`config.mk`:
```
export PLATFORM = sky130hd
export DESIGN_NAME = serial_subtractor
export DESIGN_NICKNAME = d
export VERILOG_FILES = /design/src/rtl/serial_subtractor.sv
export SDC_FILE = /design/constraint.sdc
export NUM_CORES = 1
export LEC_CHECK = 0
export ABC_CLOCK_PERIOD_IN_PS = 2300
export CAP_MARGIN = 25
export CORE_AREA = 3 3 101 79
export DETAILED_ROUTE_END_ITERATION = 16
export DIE_AREA = 0 0 104 82
export GPL_TIMING_DRIVEN = 0
export PLACE_DENSITY = 0.5
export SLEW_MARGIN = 20
export SYNTH_ARGS = -nofsm -noshare
export SYNTH_HDL_FRONTEND = slang
export SYNTH_SLANG_ARGS = --single-unit
export TNS_END_PERCENT = 50
```
`constraint.sdc`:
```
create_clock -name clk -period 2.3 [get_ports clk]
set_input_delay 0.46 -clock clk [delete_from_list [all_inputs] [get_ports clk]]
set_output_delay 0.46 -clock clk [all_outputs]
set_load 0.02 [all_outputs]
```
`src/rtl/serial_subtractor.sv`:
```
// Bit-serial subtractor: computes a - b LSB first through one full-subtractor
// cell and a registered borrow, behind a start/ready/done handshake.
module serial_subtractor #(
  parameter int WIDTH = 8
) (
  input  logic             clk,
  input  logic             reset,
  input  logic             start,
  input  logic [WIDTH-1:0] a,
  input  logic [WIDTH-1:0] b,
  output logic             ready,
  output logic             busy,
  output logic             done,
  output logic [WIDTH-1:0] diff,
  output logic             borrow,
  output logic             overflow
);

  localparam int CW = $clog2(WIDTH) + 1;
  localparam logic [CW-1:0] LAST = CW'(WIDTH - 1);

  typedef enum logic [1:0] {IDLE, BUSY, DONE} state_e;

  state_e           state_q, state_d;
  logic [WIDTH-1:0] a_sh_q, a_sh_d, b_sh_q, b_sh_d, res_q, res_d;
  logic [WIDTH-1:0] diff_q, diff_d;
  logic [CW-1:0]    cnt_q, cnt_d;
  logic             bin_q, bin_d;
  logic             borrow_q, borrow_d, ovf_q, ovf_d;
  logic             ready_q, ready_d, busy_q, busy_d, done_q, done_d;
  logic             a_i, b_i, d_i, bout;

  always_comb begin
    state_d  = state_q;
    a_sh_d   = a_sh_q;
    b_sh_d   = b_sh_q;
    res_d    = res_q;
    cnt_d    = cnt_q;
    bin_d    = bin_q;
    diff_d   = diff_q;
    borrow_d = borrow_q;
    ovf_d    = ovf_q;

    a_i  = a_sh_q[0];
    b_i  = b_sh_q[0];
    d_i  = a_i ^ b_i ^ bin_q;
    bout = (~a_i & b_i) | (~(a_i ^ b_i) & bin_q);

    case (state_q)
      IDLE: begin
        if (start) begin
          a_sh_d  = a;
          b_sh_d  = b;
          res_d   = '0;
          cnt_d   = '0;
          bin_d   = 1'b0;
          state_d = BUSY;
        end
      end
      BUSY: begin
        a_sh_d = a_sh_q >> 1;
        b_sh_d = b_sh_q >> 1;
        res_d  = {d_i, res_q[WIDTH-1:1]};
        bin_d  = bout;
        cnt_d  = cnt_q + 1'b1;
        if (cnt_q == LAST) begin
          // On the last bit the shifters hold the operand MSBs and d_i is the result MSB.
          state_d  = DONE;
          diff_d   = {d_i, res_q[WIDTH-1:1]};
          borrow_d = bout;
          ovf_d    = (a_i ^ b_i) & (d_i ^ a_i);
        end
      end
      DONE:    state_d = IDLE;
      default: state_d = IDLE;
    endcase

    ready_d = (state_d == IDLE);
    busy_d  = (state_d == BUSY);
    done_d  = (state_d == DONE);
  end

  always_ff @(posedge clk or posedge reset) begin
    if (reset) begin
      state_q  <= IDLE;
      a_sh_q   <= '0;
      b_sh_q   <= '0;
      res_q    <= '0;
      cnt_q    <= '0;
      bin_q    <= 1'b0;
      diff_q   <= '0;
      borrow_q <= 1'b0;
      ovf_q    <= 1'b0;
      ready_q  <= 1'b1;
      busy_q   <= 1'b0;
      done_q   <= 1'b0;
    end else begin
      state_q  <= state_d;
      a_sh_q   <= a_sh_d;
      b_sh_q   <= b_sh_d;
      res_q    <= res_d;
      cnt_q    <= cnt_d;
      bin_q    <= bin_d;
      diff_q   <= diff_d;
      borrow_q <= borrow_d;
      ovf_q    <= ovf_d;
      ready_q  <= ready_d;
      busy_q   <= busy_d;
      done_q   <= done_d;
    end
  end

  assign ready    = ready_q;
  assign busy     = busy_q;
  assign done     = done_q;
  assign diff     = diff_q;
  assign borrow   = borrow_q;
  assign overflow = ovf_q;

endmodule
```
* Word level (Yosys, flattened, before mapping) *
Cells that the tools add are included.

word-level totals
  input port bits = 19
  word-level logic and storage cells = 45
  register bits after elaboration = 44

operators by class
  add/sub/neg operators = 1
  equality and inequality tests = 5
  reductions and logical operators = 5
  bitwise gates (word level) = 9
  mux-type cells = 13

operators with widths
  operator                                        count
  one-hot mux 8 bit (2 select lines)              3
  two-way mux 8 bit                               3
  one-hot mux 4 bit (2 select lines)              1
  adder 4 x 1 -> 4 bit (second input constant)    1
  == test 2 x 1 -> 1 bit (second input constant)  2
  == test 4 x 3 -> 1 bit (second input constant)  1
  zero test 2 bit                                 2
  two-way mux 2 bit                               2
  two-way mux 4 bit                               1
  one-hot mux 2 bit (2 select lines)              1
  AND reduction 2 bit                             2
  bitwise AND 1 bit                               3
  XOR 1 bit                                       3
  == test 2 bit (second input constant)           1
  != test 2 bit (second input constant)           1
  inverter 1 bit                                  2
  one-hot mux 1 bit (2 select lines)              1
  nonzero test 2 bit                              1
  two-way mux 1 bit                               1
  bitwise OR 1 bit                                1

* Depth between registers and ports, before layout *
Gate-level depths: netlist of the first run.

  depth in word-level cells = 5
  mapped depth = 5
  mapped depth without buffers = 5

* Worst setup path before layout of the first run *
OpenSTA, ideal clock, no wires.

  kind = register -> register
  from = register a_sh_q[0]
  to = register ovf_q, in the netlist overflow
  buffers on the path = 0
  cell stages (with the launch flop) = 5
  data required time = 2175 ps
  path slack = 791 ps
  clock period less this slack = 1509 ps
  setup time = 125 ps
  arrival = 1385 ps
  cells stage by stage = dfrtp_1 -> fa_1 -> xnor2_1 -> nor2_1 -> mux2_2

between the ends
  longest elaborated chain between the ends = 4

ends and longest elaborated chain
  what                      RTL line  source
  start: declaration        25        logic [WIDTH-1:0] a_sh_q, a_sh_d, b_sh_q, b_sh_d, res_q, res_d;
  start signal: assignment  99        a_sh_q <= a_sh_d;
  XOR 1 bit (2 in a row)    46        d_i = a_i ^ b_i ^ bin_q;
  net d_i                   31        logic a_i, b_i, d_i, bout;
  XOR 1 bit                 71        ovf_d = (a_i ^ b_i) & (d_i ^ a_i);
  bitwise AND 1 bit         71
  end signal: assignment    106       ovf_q <= ovf_d;
  end: declaration          29        logic borrow_q, borrow_d, ovf_q, ovf_d;

The timed path passes the listed nets, and every way through them passes these cells.
A chain may end at the register's enable or synchronous reset.

* Worst setup path in the final report of the first run *
  from = register ready_q, in the netlist ready
  to = output ready

RTL lines
  what                      RTL line  source
  start: declaration        30        logic ready_q, ready_d, busy_q, busy_d, done_q, done_d;
  start signal: assignment  107       ready_q <= ready_d;
  end: declaration          11        output logic ready,

No word-level cell between the ends.

==> flow_results.org, run 1 <==
** Worst setup path
- The critical path goes through clkdlybuf4s50_1.
- Worst path arrival time :: 1.40 ns
- Setup slack on the worst flop-to-flop path :: 0.69 ns
- Maximum fanout along the worst path :: 1
- Crit path launch type :: flip-flop
- For the worst setup path, the data required time is roughly 1.8 ns.
- The critical path is of the reg -> out type.
- Kind of end point of the critical path :: output port
- In this design, the largest share of critical-path delay is due to buffers and inverters.
- Count of buffer and inverter cells on the critical path :: 1
- The slowest stage of the critical path is the sky130_fd_sc_hd__clkdlybuf4s50_1 cell.
- Critical path's largest stage delay :: 0.59 ns

** Global route
- Grt total ovfl :: 0
- Tot GR Track Use :: under 10%
- The via count of the first global-routing pass was 1289.
- Wire length of the first global-routing pass :: 6560 um
- Antenna violations before repair :: 0
- Entering global routing, the biggest net connects 33 pins.

** Place
- HPWL after detailed placement :: 2690 um
- At the end of routability-driven placement, the weighted congestion stood at around 0.7.
- Number of buffers added on ports :: 31

** Clock network
- In this run, post-CTS hold repair placed 0 buffers.
- Buffers inserted during post-CTS setup optimization :: 0
- TritonCTS clock tree :: done
- The clock reaches the later pin of the worst-skew pair after between 0.2 and 0.3 ns.
- After clock tree synthesis, the repair step resized 0 gates.
- Number of buffers on the longest clock path :: 2
- Clock slew at the register clock pins of the worst setup and hold paths :: 0.08 ns
- The H-tree was split into 2 levels.
- TritonCTS created 5 clock buffers.
- Total clock sinks :: 43
- Clock tree synthesis selected as its root buffer the cell sky130_fd_sc_hd__clkbuf_8.

** Die
- In this run the horizontal extent of the chip is 104 um.
- Overall die area :: 8530 um2
- Measured along the y axis, the die boundary spans 82 um.
- Starting utilization of the core area :: 25.6%
- During I/O placement, the number of pins put on the boundary was 32.
- The floorplan has 27 rows.
- Area of the placeable core :: 7160 um2

** Timing
- RSZ-0062 raised after global routing :: no
- Highest clock rate :: 538 MHz
- At the pin with the least slew margin, the transition time is 0.451 ns.
- The hold violation total from the final report is 0.
- On the final layout, the worst clock skew is 0.00642 ns.
- Total negative setup slack :: 0 ns
- Relative slew slack :: a little over two thirds
- The worst path in the final design needs a cycle of about 1.9 ns, including I/O delays and setup.
- Setup violations remaining at the end of the flow were counted as 0.
- The final critical path takes up 80.8% of the cycle.
- Number of pins with negative max-slew slack in the final report :: 0

** Routing
- Iteration-0 DRC count of the detailed router :: 46
- Summing over every cut layer, the via total after detailed routing is 1257.
- Number of iterations in the first detailed-routing pass :: 4
- In the final routed layout, each cell accounts on average for 13.3 um.
- Total Wirelength :: 3880 um
- The count of nets left with antenna violations once routing finished came out at 0.
- Vias per cell :: 4.30
- DRC viols :: 0

** Power
- In this run the static leakage power is a little over 0.001 uW.
- Largest vdd supply drop :: 309 uV
- The internal power of the cells totals 1960 uW.
- Sw frac :: 33.4%
- Sequential group share of total power :: 42.1%
- In this run the power density over the cells is 1220 nW/um2.
- Sum of internal, switching and leakage power :: approximately 2900 uW
- The clock network is responsible for 20.6% of the overall power.
- Of the total power, combinational logic draws a little under two fifths.
- In this run the power spent charging and discharging nets is between 900 and 1000 uW.

** Logic synthesis
- Sequential elements use around 60% of the synthesized area.
- Per-instance average area after synthesis :: 12.1 um2
- Counting flops and latches in the post-synthesis netlist gives 43.
- Summing every instance area after synthesis gives 1830 um2.
- During synthesis, Yosys emitted a total of 0 warnings.
- Count of mapped cells out of synthesis :: 151
- Synth Net Count :: 173
- Yosys mapped the design onto 30 distinct sky130hd cell types.

** Layout
- The top cell types in the final layout, fill and taps aside, are sky130_fd_sc_hd__dfrtp_1, sky130_fd_sc_hd__clkdlybuf4s50_1, sky130_fd_sc_hd__o21ai_0.
- Fraction of layout instances using a drive strength above 1 :: 15.2%
- Most common cell after layout, fill and taps aside :: sky130_fd_sc_hd__dfrtp_1
- Antenna diodes :: 0
- P&R area growth vs syn :: 31.3%
- In the final design database the tool counted 212 nets.

** Run
- The tool flagged a number of max-cap violations equal to 0.

** Run status
- Status :: complete, no violations

** Hold path
- Worst Hold Class :: in -> async
## stage by stage
stage | cells | hold WS [ns] | util, % | worst slack [ns] | instance area [um2]
after floorplan | 151 | 0.450 | - | 0.791 | 1830
after global placement | 283 | 0.462 | 31.7 | -0.149 | 2270
after detailed placement | 284 | 0.471 | 32.0 | 0.184 | 2290
after CTS | 292 | 0.431 | 33.6 | 0.426 | 2410
after global routing | 292 | 0.438 | 33.6 | 0.394 | 2410
final | 292 | 0.427 | 33.6 | 0.441 | 2410
## Yosys cell counts (all sizes together)
master | instances | area (um2)
dfrtp | 42 | 1050
o21ai | 13 | 65.1
a22oi | 12 | 90.1
a22o | 11 | 96.3
nand2 | 10 | 37.5
a21oi | 9 | 45.0
mux2 | 9 | 101
nor2b | 8 | 50.1
buf | 7 | 50.1
inv | 6 | 22.5
o22ai | 3 | 18.8
and3b | 2 | 17.5
ha | 2 | 25.0
mux2i | 2 | 20.0
nand2b | 2 | 20.0
nor2 | 2 | 7.51
nor3 | 2 | 21.3
a31oi | 1 | 6.26
a41oi | 1 | 8.76
and2b | 1 | 7.51
clkbuf | 1 | 3.75
dfstp | 1 | 26.3
fa | 1 | 20.0
nand3 | 1 | 5.00
o21bai | 1 | 7.51
xnor2 | 1 | 8.76
## worst paths after layout
kind	to	start	depth (start not counted)
setup reg to reg	overflow	a_sh_q[0]	4
setup / recovery	ready	ready	1
hold reg to reg	b_sh_q[4]	b_sh_q[4]	2
hold / removal	b_sh_q[3]	reset	2
max in group asynchronous	res_q[1]	reset	3
min in group clk	b_sh_q[4]	b_sh_q[4]	2
## routing by layer
layer  part of all wire [%]  up-vias  track usage (%)
met4                   0.39        0             3.19
met3                    4.9        2             3.46
met5                      0        -                0
li1                       -      621                -
met1                     55      610             14.2
met2                     40       24             13.6
## power groups by stage
stage | clock, uW | combinational (uW) | sequential [uW]
6_report | 607 | 1100 | 1240
5_1_grt | 660 | 1220 | 1290
2_1_floorplan | 0 | 632 | 1320
3_5_place_dp | 0 | 1110 | 1260
3_3_place_gp | 0 | 1100 | 1250
4_1_cts | 631 | 1110 | 1240
## state kept, by name (all words and copies together) (netlist names)
| signal | count |
|---|---|
| a_sh_q | 8 |
| b_sh_q | 8 |
| bin_q | 1 |
| borrow | 1 |
| busy | 1 |
| cnt_q | 4 |
| diff | 8 |
| done | 1 |
| overflow | 1 |
| ready | 1 |
| res_q | 7 |
| state_q | 2 |
## area by class of cell
cell class	count	area [um2]
well taps	101	126
clock inverters	2	35.0
plain buffers	8	53.8
inverters	6	22.5
multi-input cells	94	679
fillers	757	4750
clock buffers	6	82.6
flip-flops and latches	43	1080
repair buffers	32	330
## cell families (layout without fill, tap and decap cells)
kind of cell | Yosys count | after routing | synth area share [%]
AND/OR/NAND/NOR | 28 | 28 | 9.08
AO/OA/AOI/OAI | 51 | 51 | 18.4
adder cells (fa/ha/maj) | 3 | 3 | 2.46
multiplexers | 11 | 11 | 6.62
XOR/XNOR | 1 | 1 | 0.478
buffers and inverters | 14 | 54 | 4.16
flip-flops | 43 | 43 | 58.8
## worst reg2reg max path: cells and delay by family (launching register included)
kind / cells / cell delay (ns)
simple gates: 1 / 0.05
fa+ha+maj: 1 / 0.65
flops: 1 / 0.42
mux: 1 / 0.25
xor+xnor: 1 / 0.14
Note: power is estimated with default switching activity, not from simulation.
==> inputs of run 2 (changes only) <==
--- a/config.mk
+++ b/config.mk
@@ -5,7 +5,7 @@
 export SDC_FILE = /design/constraint.sdc
 export NUM_CORES = 1
 export LEC_CHECK = 0
-export ABC_CLOCK_PERIOD_IN_PS = 2300
+export ABC_CLOCK_PERIOD_IN_PS = 1900
 export CAP_MARGIN = 25
 export CORE_AREA = 3 3 101 79
 export DETAILED_ROUTE_END_ITERATION = 16
==> constraint.sdc (replaced) <==
create_clock -name clk -period 1.9 [get_ports clk]
set_input_delay 0.38 -clock clk [delete_from_list [all_inputs] [get_ports clk]]
set_output_delay 0.38 -clock clk [all_outputs]
set_load 0.02 [all_outputs]
==> results of run 2 <==
The final DEF is identical to that of run 1. Status: complete, no violations.
Among the figures that moved: setup slack after placement 0.184 ns -> -0.136 ns; setup slack after layout 0.441 ns -> 0.121 ns; hold slack 0.427 ns -> 0.347 ns; register-to-register setup slack 0.69 ns -> 0.29 ns; total power 2940 uW -> 3560 uW; worst IR drop on VDD 309 uV -> 374 uV
==> inputs of run 3 (changes only) <==
--- a/config.mk
+++ b/config.mk
@@ -8,10 +8,12 @@
 export ABC_CLOCK_PERIOD_IN_PS = 1900
 export CAP_MARGIN = 25
 export CORE_AREA = 3 3 101 79
+export CTS_BUF_LIST = sky130_fd_sc_hd__clkbuf_2
 export DETAILED_ROUTE_END_ITERATION = 16
 export DIE_AREA = 0 0 104 82
 export GPL_TIMING_DRIVEN = 0
 export PLACE_DENSITY = 0.5
+export SKIP_LAST_GASP = 1
 export SLEW_MARGIN = 20
 export SYNTH_ARGS = -nofsm -noshare
 export SYNTH_HDL_FRONTEND = slang
==> run 3 against run 2 <==
  * Final area decreased by 2.2%
  * Setup slack got worse by 0.0041 ns
  * Combinational power about the same
  * Die area is the same
  * Critical path type unchanged
  * Critical endpoint is now diff[5]
  * Total power shrank 6.7%
  * Fmax decreased by 0.23%
  * Register-to-register slack worse by 0.02 ns
  * Largest cell class unchanged
==> flow_results.org, run 3 (synthesized netlist as in run 1, its figures left out) <==
** Global route
- Via count of the first global-routing pass :: 1289 (unchanged)
- The pin count of the biggest net entering global routing is 33 (unchanged).
- The total congestion overflow after global routing is 0 (unchanged).
- The most congested layer reported by global routing was met1 (unchanged).
- The fraction of met2 tracks used by global routing was 13.6% (unchanged).
- The fraction of met3 tracks used by global routing was 3.46% (unchanged).
- The number of antenna violations at the first check in global routing was 0 (unchanged).
- Wire length of the first global-routing pass :: 6540 um (was 6560 um)
- The global-route usage over all layers was 9.88% (was 9.83%).
- Global-route track usage on met1 :: 14.2% (unchanged)

** Die
- Row count :: 27 (unchanged)
- Die height :: 82 um (unchanged)
- The total core area was 7160 um2 (unchanged).
- The number of ports placed on the die boundary came to 32 (unchanged).
- The full die area came to 8530 um2 (unchanged).
- Horiz. Die Dim :: 104 um (unchanged)
- The starting utilization of the core area was 25.6% (unchanged).

** Worst setup path
- End of the worst register-to-register path :: overflow (unchanged)
- The cell family with the largest share of critical-path delay is buffers and inverters (unchanged).
- Setup slack on the worst flop-to-flop path :: 0.27 ns (was 0.29 ns)
- Worst Reg2Reg Path Length in Cells :: 4 (unchanged)
- The kind of capture point of the worst setup path was an output port (unchanged).
- Maximum fanout along the worst path :: 2 (was 1)
- CP Cell Sequence :: clkdlybuf4s50_1 (unchanged)
- The startpoint-to-endpoint class of the critical path was reg -> out (unchanged).
- The buffers plus inverters on the worst setup path is 1 (unchanged).
- Worst path arrival time :: 1.40 ns (about the same)
- The master of the slowest instance on the critical path was sky130_fd_sc_hd__clkdlybuf4s50_1 (unchanged).
- Reg2Reg Launch Point :: a_sh_q[0] (unchanged)
- Worst Path Required :: 1.52 ns (about the same)
- The element type at the critical path start was a flip-flop (unchanged).
- Critical path's largest stage delay :: 0.61 ns (was 0.59 ns)

** Clock network
- The clock transition at the registers of the reported paths came to 0.22 ns (was 0.08 ns).
- Number of buffers on the longest clock path :: 2 (unchanged)
- H-tree depth :: 2 (unchanged)
- The number of buffers inserted during clock tree synthesis was 5 (unchanged).
- The number of clock sinks is 43 (unchanged).
- Skew-Pair Late Insertion Delay :: 0.39 ns (was 0.29 ns)
- TritonCTS clock tree :: done (unchanged)
- CTS root buffer :: sky130_fd_sc_hd__clkbuf_2 (was sky130_fd_sc_hd__clkbuf_8)

** Timing
- Maximum clock skew at final layout :: 0.0154 ns (was 0.00642 ns)
- The headroom to the max-slew limit is 70.9% (was 69.9%).
- Number of pins with negative max-slew slack in the final report :: 0 (unchanged)
- RSZ-0062 raised after global routing: yes (was no).
- The number of endpoints failing setup at the final stage is 0 (unchanged).
- The slew at the pin closest to its max-slew limit came to 0.436 ns (was 0.451 ns).
- Hold violation total from the final report :: 0 (unchanged)
- The post-layout minimum cycle time came to 1.78 ns (about the same).
- The post-route clock period utilization came to 93.8% (was 93.6%).
- Highest clock rate :: 561 MHz (was 562 MHz)

** Place
- The global placer's final weighted congestion came to 0.698 (unchanged).
- HPWL after detailed placement :: 2690 um (unchanged)
- The total of buffers placed on input and output ports came to 31 (unchanged).

** Power
- Largest vdd supply drop :: 357 uV (was 374 uV)
- Switching Power :: 1170 uW (was 1190 uW)
- Combinational Power Share :: 39.7% (was 37.3%)
- The overall power after layout was 3330 uW (was 3560 uW).
- The internal power of the cells is 2150 uW (was 2370 uW).
- The part of the power in the clock network was 15.4% (was 20.6%).
- Sequential group share of total power :: 44.9% (was 42.1%)
- Sw frac :: 35.3% (was 33.4%)
- The leakage power came to 0.00102 uW (about the same).
- The power per cell area is 1410 nW/um2 (was 1480 nW/um2).

** Layout
- Highest-count cells in the layout ignoring fill and taps: sky130_fd_sc_hd__dfrtp_1, sky130_fd_sc_hd__clkdlybuf4s50_1, sky130_fd_sc_hd__o21ai_0 (unchanged).
- Fraction of layout instances using a drive strength above 1 :: 14.7% (was 15.2%)
- P&R area growth vs syn :: 28.5% (was 31.3%)
- Most common cell after layout, fill and taps aside :: sky130_fd_sc_hd__dfrtp_1 (unchanged)
- The final net count is 212 (unchanged).
- Final design utilization :: 32.9% (was 33.6%)
- Filler Cells Inserted :: 764 (was 757)
- The antenna diode count was 0 (unchanged).

** Routing
- Vias post-DR :: 1275 (was 1257)
- Iteration-0 DRC count of the detailed router :: 43 (was 46)
- The detailed-route DRC error count came to 0 (unchanged).
- The via density per instance was 4.37 (was 4.30).
- Number of iterations in the first detailed-routing pass :: 4 (unchanged)
- Final routed wire length divided by cell count :: 13.2 um (was 13.3 um)
- The number of nets still failing antenna checks after routing is 0 (unchanged).
- Total Wirelength :: 3870 um (was 3880 um)

** Hold path
- The class of the tightest hold or removal check was in -> async (unchanged).

** Run status
- Status: complete, no violations (unchanged).

** Run
- Max-cap violations :: 0 (unchanged)
run 3: changes by cell type in the layout (fill, tap and decap cells not counted), sizes merged:
cell           change
dlygate4sd2        +1
clkinv             +1
clkdlybuf4s50      -2
clkbuf             -1
dlymetal6s2s       +1
run 3: routing by layer:
layer  share of wire [%]  vias up  wire, um
li1                    -      622         -
met1                  54      622      2080
met2                  40       26      1550
met3                 5.3        5       204
met4                0.80        0        31
met5                   0        -         0
run 3: final cells by class:
type	instances	area, um2	share of cell area, %
timing repair buffer	32	332	14.1
inverter	6	22.5	0.956
clock buffer	5	25.0	1.06
tap	101	126	5.37
sequential	43	1080	45.7
multi-input combinational	94	679	28.9
clock inverter	3	38.8	1.65
buffer	8	53.8	2.28
run 3: worst max path at each step:
stage          startpoint   endpoint  slack [ns]  cells past startpoint
2_1_floorplan   a_sh_q[0]   overflow        0.39                      4
3_3_place_gp        reset    diff[3]       -0.47                      2
3_5_place_dp        start  a_sh_q[7]       -0.14                      4
4_1_cts           diff[6]    diff[6]        0.07                      1
5_1_grt           diff[4]    diff[4]       -0.01                      1
6_report          diff[5]    diff[5]        0.12                      1
run 3: repair_timing:
| item | CTS | global route |
|---|---|---|
| cloned | 0 | 0 |
| resized for setup | 1 | 1 |
| hold buffers | 0 | 0 |
| buffers inserted | 0 | 0 |
| setup endpoints to repair | 1 | 2 |
| endpoints found under the hold margin | 0 | 0 |
run 3: stage by stage:
stage / instances / setup TNS, ns / area (um2) / hold slack [ns] / worst slack [ns]
floorplan: 151 / 0 / 1830 / 0.450 / 0.391
global placement: 283 / -20.29 / 2270 / 0.462 / -0.469
detailed placement: 284 / -0.952 / 2290 / 0.471 / -0.136
CTS: 292 / 0 / 2350 / 0.197 / 0.0671
global route: 292 / -0.0119 / 2350 / 0.175 / -0.0119
finish: 292 / 0 / 2350 / 0.205 / 0.117
run 3: power by group through the flow:
| stage | combinational [uW] | sequential (uW) | clock (uW) |
|---|---|---|---|
| finish | 1320 | 1490 | 513 |
| global route | 1470 | 1550 | 576 |
| CTS | 1340 | 1500 | 540 |
| detailed placement | 1340 | 1520 | 0 |
| global placement | 1330 | 1520 | 0 |
| floorplan | 765 | 1600 | 0 |
